<file path="src/rtl/theta_slice_ctrl.sv">
// theta_slice_ctrl: slice-serial Keccak theta sequencer over an external
// single-read/single-write synchronous RAM. Primes the parity of the last
// slice, then streams slices 0..N-1, writing each result back in place.
// Optional build macro THETA_ABORT_EN adds an abort input and aborted pulse.
//
// state | meaning
// IDLE  | waiting for start; RAM ports quiet
// PRIME | read of slice N-1 in flight, issue read of slice 0
// RUN   | one read per cycle, one write per cycle once data returns
// FLUSH | reads finished, draining the last returned slice into a write
module theta_slice_ctrl #(
  parameter int N_SLICES = 64,
  parameter int ADDR_W   = 6
) (
  input  logic              clk,
  input  logic              rst_n,
  input  logic              start,
`ifdef THETA_ABORT_EN
  input  logic              abort,
  output logic              aborted,
`endif
  output logic              busy,
  output logic              done,
  output logic              rd_en,
  output logic [ADDR_W-1:0] rd_addr,
  input  logic [24:0]       rd_data,
  output logic              wr_en,
  output logic [ADDR_W-1:0] wr_addr,
  output logic [24:0]       wr_data
);

  localparam logic [ADDR_W-1:0] LAST = ADDR_W'(N_SLICES - 1);

  typedef enum logic [1:0] {IDLE, PRIME, RUN, FLUSH} state_t;

  state_t              state_q, state_d;
  logic                busy_q, busy_d;
  logic                done_q, done_d;
  logic                rd_en_q, rd_en_d;
  logic [ADDR_W-1:0]   rd_addr_q, rd_addr_d;
  logic                wr_en_q, wr_en_d;
  logic [ADDR_W-1:0]   wr_addr_q, wr_addr_d;
  logic [24:0]         wr_data_q, wr_data_d;
  logic                vld_q, vld_d;       // rd_data holds a slice this cycle
  logic                first_q, first_d;   // next returned slice is slice N-1
  logic [ADDR_W-1:0]   wr_ptr_q, wr_ptr_d;
  logic [4:0]          prev_par_q, prev_par_d;
`ifdef THETA_ABORT_EN
  logic                aborted_q, aborted_d;
`endif

  logic [4:0]          cur_par;

  function automatic logic [4:0] col_parity(input logic [24:0] s);
    logic [4:0] p;
    for (int x = 0; x < 5; x++)
      p[x] = s[x] ^ s[x+5] ^ s[x+10] ^ s[x+15] ^ s[x+20];
    return p;
  endfunction

  function automatic logic [24:0] theta_slice(input logic [24:0] s,
                                              input logic [4:0]  cur,
                                              input logic [4:0]  prev);
    logic [24:0] o;
    for (int y = 0; y < 5; y++)
      for (int x = 0; x < 5; x++)
        o[5*y+x] = s[5*y+x] ^ cur[(x+4)%5] ^ prev[(x+1)%5];
    return o;
  endfunction

  assign cur_par = col_parity(rd_data);

  // Next-state, address sequencing and write datapath
  always_comb begin
    state_d    = state_q;
    busy_d     = busy_q;
    done_d     = 1'b0;
    rd_en_d    = rd_en_q;
    rd_addr_d  = rd_addr_q;
    wr_en_d    = 1'b0;
    wr_addr_d  = wr_addr_q;
    wr_data_d  = wr_data_q;
    vld_d      = rd_en_q;
    first_d    = first_q;
    wr_ptr_d   = wr_ptr_q;
    prev_par_d = prev_par_q;
`ifdef THETA_ABORT_EN
    aborted_d  = 1'b0;
`endif

    case (state_q)
      IDLE: begin
        if (start) begin
          state_d   = PRIME;
          busy_d    = 1'b1;
          rd_en_d   = 1'b1;
          rd_addr_d = LAST;
          first_d   = 1'b1;
          wr_ptr_d  = '0;
        end
      end
      PRIME: begin
        state_d   = RUN;
        rd_en_d   = 1'b1;
        rd_addr_d = '0;
      end
      RUN: begin
        if (rd_addr_q == LAST) begin
          rd_en_d = 1'b0;
          state_d = FLUSH;
        end else begin
          rd_addr_d = rd_addr_q + 1'b1;
        end
      end
      FLUSH: begin
        if (!vld_q) begin
          state_d = IDLE;
          busy_d  = 1'b0;
          done_d  = 1'b1;
        end
      end
      default: state_d = IDLE;
    endcase

    // The slice returned first is N-1: it only seeds the previous parity.
    if (vld_q && (state_q == RUN || state_q == FLUSH)) begin
      prev_par_d = cur_par;
      if (first_q) begin
        first_d = 1'b0;
      end else begin
        wr_en_d   = 1'b1;
        wr_addr_d = wr_ptr_q;
        wr_data_d = theta_slice(rd_data, cur_par, prev_par_q);
        wr_ptr_d  = wr_ptr_q + 1'b1;
      end
    end

`ifdef THETA_ABORT_EN
    if (abort && state_q != IDLE) begin
      state_d   = IDLE;
      busy_d    = 1'b0;
      done_d    = 1'b0;
      rd_en_d   = 1'b0;
      wr_en_d   = 1'b0;
      vld_d     = 1'b0;
      aborted_d = 1'b1;
    end
`endif
  end

  // State and registered outputs, synchronous active-low reset
  always_ff @(posedge clk) begin
    if (!rst_n) begin
      state_q    <= IDLE;
      busy_q     <= 1'b0;
      done_q     <= 1'b0;
      rd_en_q    <= 1'b0;
      rd_addr_q  <= '0;
      wr_en_q    <= 1'b0;
      wr_addr_q  <= '0;
      wr_data_q  <= '0;
      vld_q      <= 1'b0;
      first_q    <= 1'b0;
      wr_ptr_q   <= '0;
      prev_par_q <= '0;
`ifdef THETA_ABORT_EN
      aborted_q  <= 1'b0;
`endif
    end else begin
      state_q    <= state_d;
      busy_q     <= busy_d;
      done_q     <= done_d;
      rd_en_q    <= rd_en_d;
      rd_addr_q  <= rd_addr_d;
      wr_en_q    <= wr_en_d;
      wr_addr_q  <= wr_addr_d;
      wr_data_q  <= wr_data_d;
      vld_q      <= vld_d;
      first_q    <= first_d;
      wr_ptr_q   <= wr_ptr_d;
      prev_par_q <= prev_par_d;
`ifdef THETA_ABORT_EN
      aborted_q  <= aborted_d;
`endif
    end
  end

  assign busy    = busy_q;
  assign done    = done_q;
  assign rd_en   = rd_en_q;
  assign rd_addr = rd_addr_q;
  assign wr_en   = wr_en_q;
  assign wr_addr = wr_addr_q;
  assign wr_data = wr_data_q;
`ifdef THETA_ABORT_EN
  assign aborted = aborted_q;
`endif

endmodule

</file>
<file path="config.mk">
export PLATFORM = sky130hd
export DESIGN_NAME = theta_slice_ctrl
export DESIGN_NICKNAME = d
export VERILOG_FILES = /design/src/rtl/theta_slice_ctrl.sv
export SDC_FILE = /design/constraint.sdc
export NUM_CORES = 1
export LEC_CHECK = 0
export CAP_MARGIN = 30
export CORE_MARGIN = 4
export CORE_UTILIZATION = 50
export CTS_CLUSTER_SIZE = 14
export DETAILED_ROUTE_END_ITERATION = 10
export GPL_TIMING_DRIVEN = 0
export PLACE_DENSITY = 0.8
export REMOVE_ABC_BUFFERS = 1
export SLEW_MARGIN = 20
export SYNTH_ARGS = -nofsm -noshare
export SYNTH_HDL_FRONTEND = slang
export SYNTH_SLANG_ARGS = --single-unit
</file>
<file path="constraint.sdc">
create_clock -name clk -period 2.3 [get_ports clk]
set_input_delay 0.46 -clock clk [delete_from_list [all_inputs] [get_ports clk]]
set_output_delay 0.46 -clock clk [all_outputs]
set_load 0.1 [all_outputs]
</file>
Word level (Yosys, flattened, before mapping)
Index checks and enable logic that the tools add are counted.
{"block": "totals", "input_bits": 28, "register_bits": 56}
{"block": "classes", "n_eq_ne": 8, "addsub": 2, "mux": 22, "bitwise_logic": 71, "reduce_logical": 12}
{"operator": "1-bit bitwise XOR", "count": 70}
{"operator": "6-bit two-way mux", "count": 6}
{"operator": "6-bit one-hot mux with 3 select lines", "count": 1}
{"operator": "6-bit by 1-bit adder with 6-bit output, second input constant", "count": 2}
{"operator": "3-bit AND reduction", "count": 4}
{"operator": "1-bit two-way mux", "count": 9}
{"operator": "2-bit inequality test, second input constant", "count": 4}
{"operator": "2-bit one-hot mux with 4 select lines", "count": 1}
{"operator": "6-bit equality test, second input constant", "count": 1}
{"operator": "2-bit two-way mux", "count": 3}
{"operator": "2-bit AND reduction", "count": 3}
{"operator": "2-bit equality test, second input constant", "count": 2}
{"operator": "1-bit one-hot mux with 3 select lines", "count": 1}
{"operator": "3-bit nonzero test", "count": 1}
{"operator": "2-bit by 1-bit equality test with 1-bit output, second input constant", "count": 1}
{"operator": "2-bit zero test", "count": 1}
{"operator": "1-bit one-hot mux with 2 select lines", "count": 1}
{"operator": "2-bit nonzero test", "count": 1}
{"operator": "1-bit logical AND", "count": 1}
{"operator": "1-bit logical OR", "count": 1}
{"operator": "1-bit NOT", "count": 1}

Logic depth before layout (Yosys ltp)
{"block": "depth", "depth_word": 6, "depth_mapped": 8}

Worst setup path after synthesis
No wires, ideal clock.
{"block": "synth_path", "path_type": "register to register", "from": "register rd_addr_q[0] (netlist: rd_addr[0])", "to": "register rd_addr_q[0] (netlist: rd_addr[0])", "period_less_slack_ns": 2.217, "required_ns": 2.181, "path_stages_with_launch": 6, "path_slack_ns": 0.083, "arrival_ns": 2.098, "setup_time_ns": 0.119, "cell_sequence": "dfxtp_1 ha_1 nand3_1 nor2_1 nor2_1 o221a_2"}
{"block": "synth_between", "elab_chain_cells": 3}
{"item": "start: declaration", "line_no": "40", "rtl": "logic [ADDR_W-1:0] rd_addr_q, rd_addr_d;"}
{"item": "start signal: assignment", "line_no": "174", "rtl": "rd_addr_q <= rd_addr_d;"}
{"item": "6-bit by 1-bit adder with 6-bit output or 6-bit equality test (tied branches)", "line_no": "112, 108"}
{"item": "6-bit two-way mux or 2-bit inequality test (tied branches)"}
{"item": "6-bit one-hot mux with 3 select lines or 3-bit AND reduction (tied branches)"}
Several ways; a longest one is shown, not always the timed one. The select of a mux whose other input is x is not followed.
A chain may end at the register's enable or synchronous reset.

Worst setup path after layout
{"block": "layout_path", "from": "register wr_data_q[24] (netlist: wr_data[24])", "to": "output wr_data[24]"}
{"item": "start: declaration", "line_no": "43", "rtl": "logic [24:0] wr_data_q, wr_data_d;"}
{"item": "start signal: assignment", "line_no": "177", "rtl": "wr_data_q <= wr_data_d;"}
{"item": "end: declaration", "line_no": "29", "rtl": "output logic [24:0] wr_data"}
No word-level cell between the ends.

==> results list <==
* Longest Clk Path Bufs: 2
- Total buffers and inverters traversed by the critical path: 1
- Combinational group share of total power: 0.488
- Die Span X: ~84 um
- The number of antenna violations at the first check in global routing was 0.
- The core region is about 0.0056 mm2.
- The HPWL after detailed placement is 4600 um.
- Data arrival at the endpoint of the critical path: 1.80 ns
- Final hold viol count: 0
- Synthesis produced a netlist whose cell count is 325.
- Hold slack final: 0.457 ns
* Slowest stage cell, crit path: sky130_fd_sc_hd__clkdlybuf4s50_1
- After detailed placement, the design holds a cell count of about 450.
- CTS saw 56 sinks.
- The share of total power dissipated in sequential elements is 0.349.
- For this design the ratio of total power to cell area is 906 mW/mm2.
* Vertical die dimension: 84.4 um
- Switching Share: 0.460
- Maximum fanout count along the critical path: 2
- Clock period minus final worst setup slack: approximately 2.3 ns
- Number of vias in the routed layout: ~2700
- The count of nets left with antenna violations once routing finished came out at 0.
* First-pass GRT wire length: between 10000 and 15000 um
- Clock Pin Slew Worst Setup and Hold Paths: 0.09 ns
* Inserted Clock Buffers: 5
* Number of placement rows: 27
* Peak supply drop: 0.000613 V
* Kind of start point of the critical path: flop
- Buffers placed on the I/O ports in this run total 68.
* Clk_lat worst skew: 0.32 ns
- Most used DFF post-synth: sky130_fd_sc_hd__dfxtp_1
* Nets@finish: 415
- Slew at the pin closest to its max-slew limit: 1.01 ns
* Critical setup path kind: reg -> out
- Routability congestion estimate: ~0.9
- After detailed routing, the total wire length is about 6800 um.
- The path class of the tightest hold or removal check is reg -> reg.
- Setup violations remaining at the end of the flow were counted as 0.
* Worst path max stage delay: 1.14 ns
* Internal Dissipation: 1.87 mW
- The share of the Yosys chip area taken by registers is 0.384.
- Walking the worst path, the cells encountered are clkdlybuf4s50_1.
* Layout area overhead: 31.2%
* Kind of capture point of the worst setup path: output port
- Area of the die: around 0.0071 mm2
- Initial DRC Count: 204
* Standby leakage power: between 1.5 and 2 nW
* Average footprint of a synthesized cell: 8.98 um2
- Vias in the first global route: 2457
- Setup repair after global routing left no endpoint under its margin.
- The library cell used most frequently in the layout, excluding fill and tap cells, is sky130_fd_sc_hd__nand3_1.
* Hold-fix buffer count after cts: 0
* Number of levels the H-tree was split into: 2
- For this run, design rule violations remaining after detail routing come to 0.
- Fraction of final layout cells sized beyond drive strength 1: 0.0890
* Kind of cell with the highest combined delay on the critical path: buffers and inverters
- Final clock period utilization by the worst path: 0.982
* Post-synthesis instance area: 0.00292 mm2
- Synthesis instantiated 38 different standard cells from the library.
- Yosys top cell area share: 0.384
* Count of placed standard cells in the final layout, fillers left out: 454
- TritonCTS built the clock tree.
* Master cell of the clock root buffer: sky130_fd_sc_hd__clkbuf_8
- Number of slew-limit violations in the final report: 0
- Measured on the finished design, the core utilization comes to 0.687.
- Reported net switching power: approximately 1.6 mW
- After detailed routing, the average wire length per cell comes to around 15 um.
- In the global route stage, overall resource usage came out at 0.188.
- Of all cell types, the one taking the most synthesized area is sky130_fd_sc_hd__dfxtp_1.
- In this run the tightest slew margin relative to its limit is 0.331.
- During I/O placement, the number of pins put on the boundary was 69.
- Yosys printed 0 warnings.
- Congestion Overflow GR: 0
- Highest clock rate: around 0.44 GHz
- Dominant cells by area after synthesis: sky130_fd_sc_hd__dfxtp_1 (38%), sky130_fd_sc_hd__nand3_1 (10%), sky130_fd_sc_hd__or4_1 (6.4%)
- Clock network fraction of total power: 0.163
- Across all register-to-register paths, the minimum setup slack is 0.13 ns.
- #FFs+latches synth: between 50 and 60
- Counting flops with an async set or reset pin after synthesis yields a share of 0.
- The initial utilization of the core area, before any placement, comes to 0.524.
* Power, Total: 3.47 mW
* Worst path required time: 1.84 ns
- Across the run, the number of max-cap violations was 0.
- Before antenna repair, the detailed router went through 4 iterations.
- Entering global routing, the biggest net connects 50 pins.
* Via-to-Cell Ratio: slightly below 6
* Post-synth EDFFs: 0
- Post-Route Skew: 0.00869 ns
* Antenna Cells: 0
- Status: complete, no violations
- Most used cells in the layout excluding fill and tap cells: sky130_fd_sc_hd__nand3_1 (59), sky130_fd_sc_hd__dfxtp_1 (56), sky130_fd_sc_hd__clkdlybuf4s50_1 (40), sky130_fd_sc_hd__nand4_1 (26), sky130_fd_sc_hd__or4_1 (25)
-- cell usage after synthesis, types with 6 or more instances --
cell	n
sky130_fd_sc_hd__a21oi_1	15
sky130_fd_sc_hd__inv_1	6
sky130_fd_sc_hd__o21ai_0	7
sky130_fd_sc_hd__nand3_1	59
sky130_fd_sc_hd__dfxtp_1	56
sky130_fd_sc_hd__nand2_1	21
sky130_fd_sc_hd__clkbuf_1	20
sky130_fd_sc_hd__nor2_1	16
sky130_fd_sc_hd__or4_1	25
sky130_fd_sc_hd__nand4_1	26
sky130_fd_sc_hd__ha_1	6
-- final timing paths --
kind / from / to / depth (start not counted)
worst max-delay path: wr_data[24] / wr_data[24] / 1
worst min-delay path: wr_addr[1] / wr_addr[1] / 2
worst max register to register: state_q[0] / wr_data[12] / 7
worst min register to register: wr_addr[1] / wr_addr[1] / 2
-- worst min-delay path: cells and delay by family (launching register included) --
kind	cells	cell delay [ns]
DFF	1	0.32
AOI/OAI and AO/OA	1	0.05
and+or+nand+nor	1	0.05
-- through the flow --
| stage | worst slack, ns | area (um2) | setup TNS (ns) |
|---|---|---|---|
| 6_report | 0.0423 | 3830 | 0 |
| 5_1_grt | 0.00118 | 3830 | 0 |
| 4_1_cts | 0.00160 | 3770 | 0 |
| 3_5_place_dp | -0.387 | 3680 | -8.41 |
| 3_3_place_gp | -2.17 | 3600 | -96.20 |
| 2_1_floorplan | -0.447 | 2830 | -8.67 |
-- cell type report --
class	instances	area, um2
Tap cell	72	90.1
Timing Repair Buffer	72	790
Clock buffer	8	90.1
Sequential cell	56	1120
Multi-Input combinational cell	240	1720
Fill cell	469	1740
Inverter	6	22.5
-- repair_timing --
action / 4_1_cts / 5_1_grt
endpoints found under the setup margin: 42 / 35
gates resized for setup: 12 / 19
setup buffers: 0 / 0
-- power by group through the flow --
stage | logic [mW] | registers, mW | clock network, mW
finish | 1.69 | 1.21 | 0.567
CTS | 1.67 | 1.21 | 0.588
global placement | 1.63 | 1.22 | 0
floorplan | 0.684 | 1.79 | 0
detailed placement | 1.68 | 1.23 | 0
global route | 1.81 | 1.23 | 0.616
-- logic make-up after synthesis --
group | after synthesis | synth area share
and+or+nand+nor | 165 | 0.307
DFF | 56 | 0.384
AOI/OAI and AO/OA | 44 | 0.106
buffers and inverters | 29 | 0.0377
xor gates and xnor gates | 20 | 0.122
adders and majority gates | 6 | 0.0257
muxes | 5 | 0.0171
-- routing by layer --
layer / global-route usage / up-vias / share of wire / wire length, um
met5: 0 / - / 0 / 0
met4: 0.0489 / 0 / 0.012 / 80
met3: 0.0648 / 8 / 0.063 / 430
met2: 0.316 / 68 / 0.49 / 3340
met1: 0.231 / 1259 / 0.43 / 2960
li1: - / 1335 / - / -
-- registers in the layout, indices dropped and copies added, names as in the netlist --
signal      flops
done            1
prev_par_q      5
rd_en           1
wr_addr         6
wr_data        25
first_q         1
wr_ptr_q        6
rd_addr         6
wr_en           1
busy            1
vld_q           1
state_q         2
(Power assumes the default switching activity.)
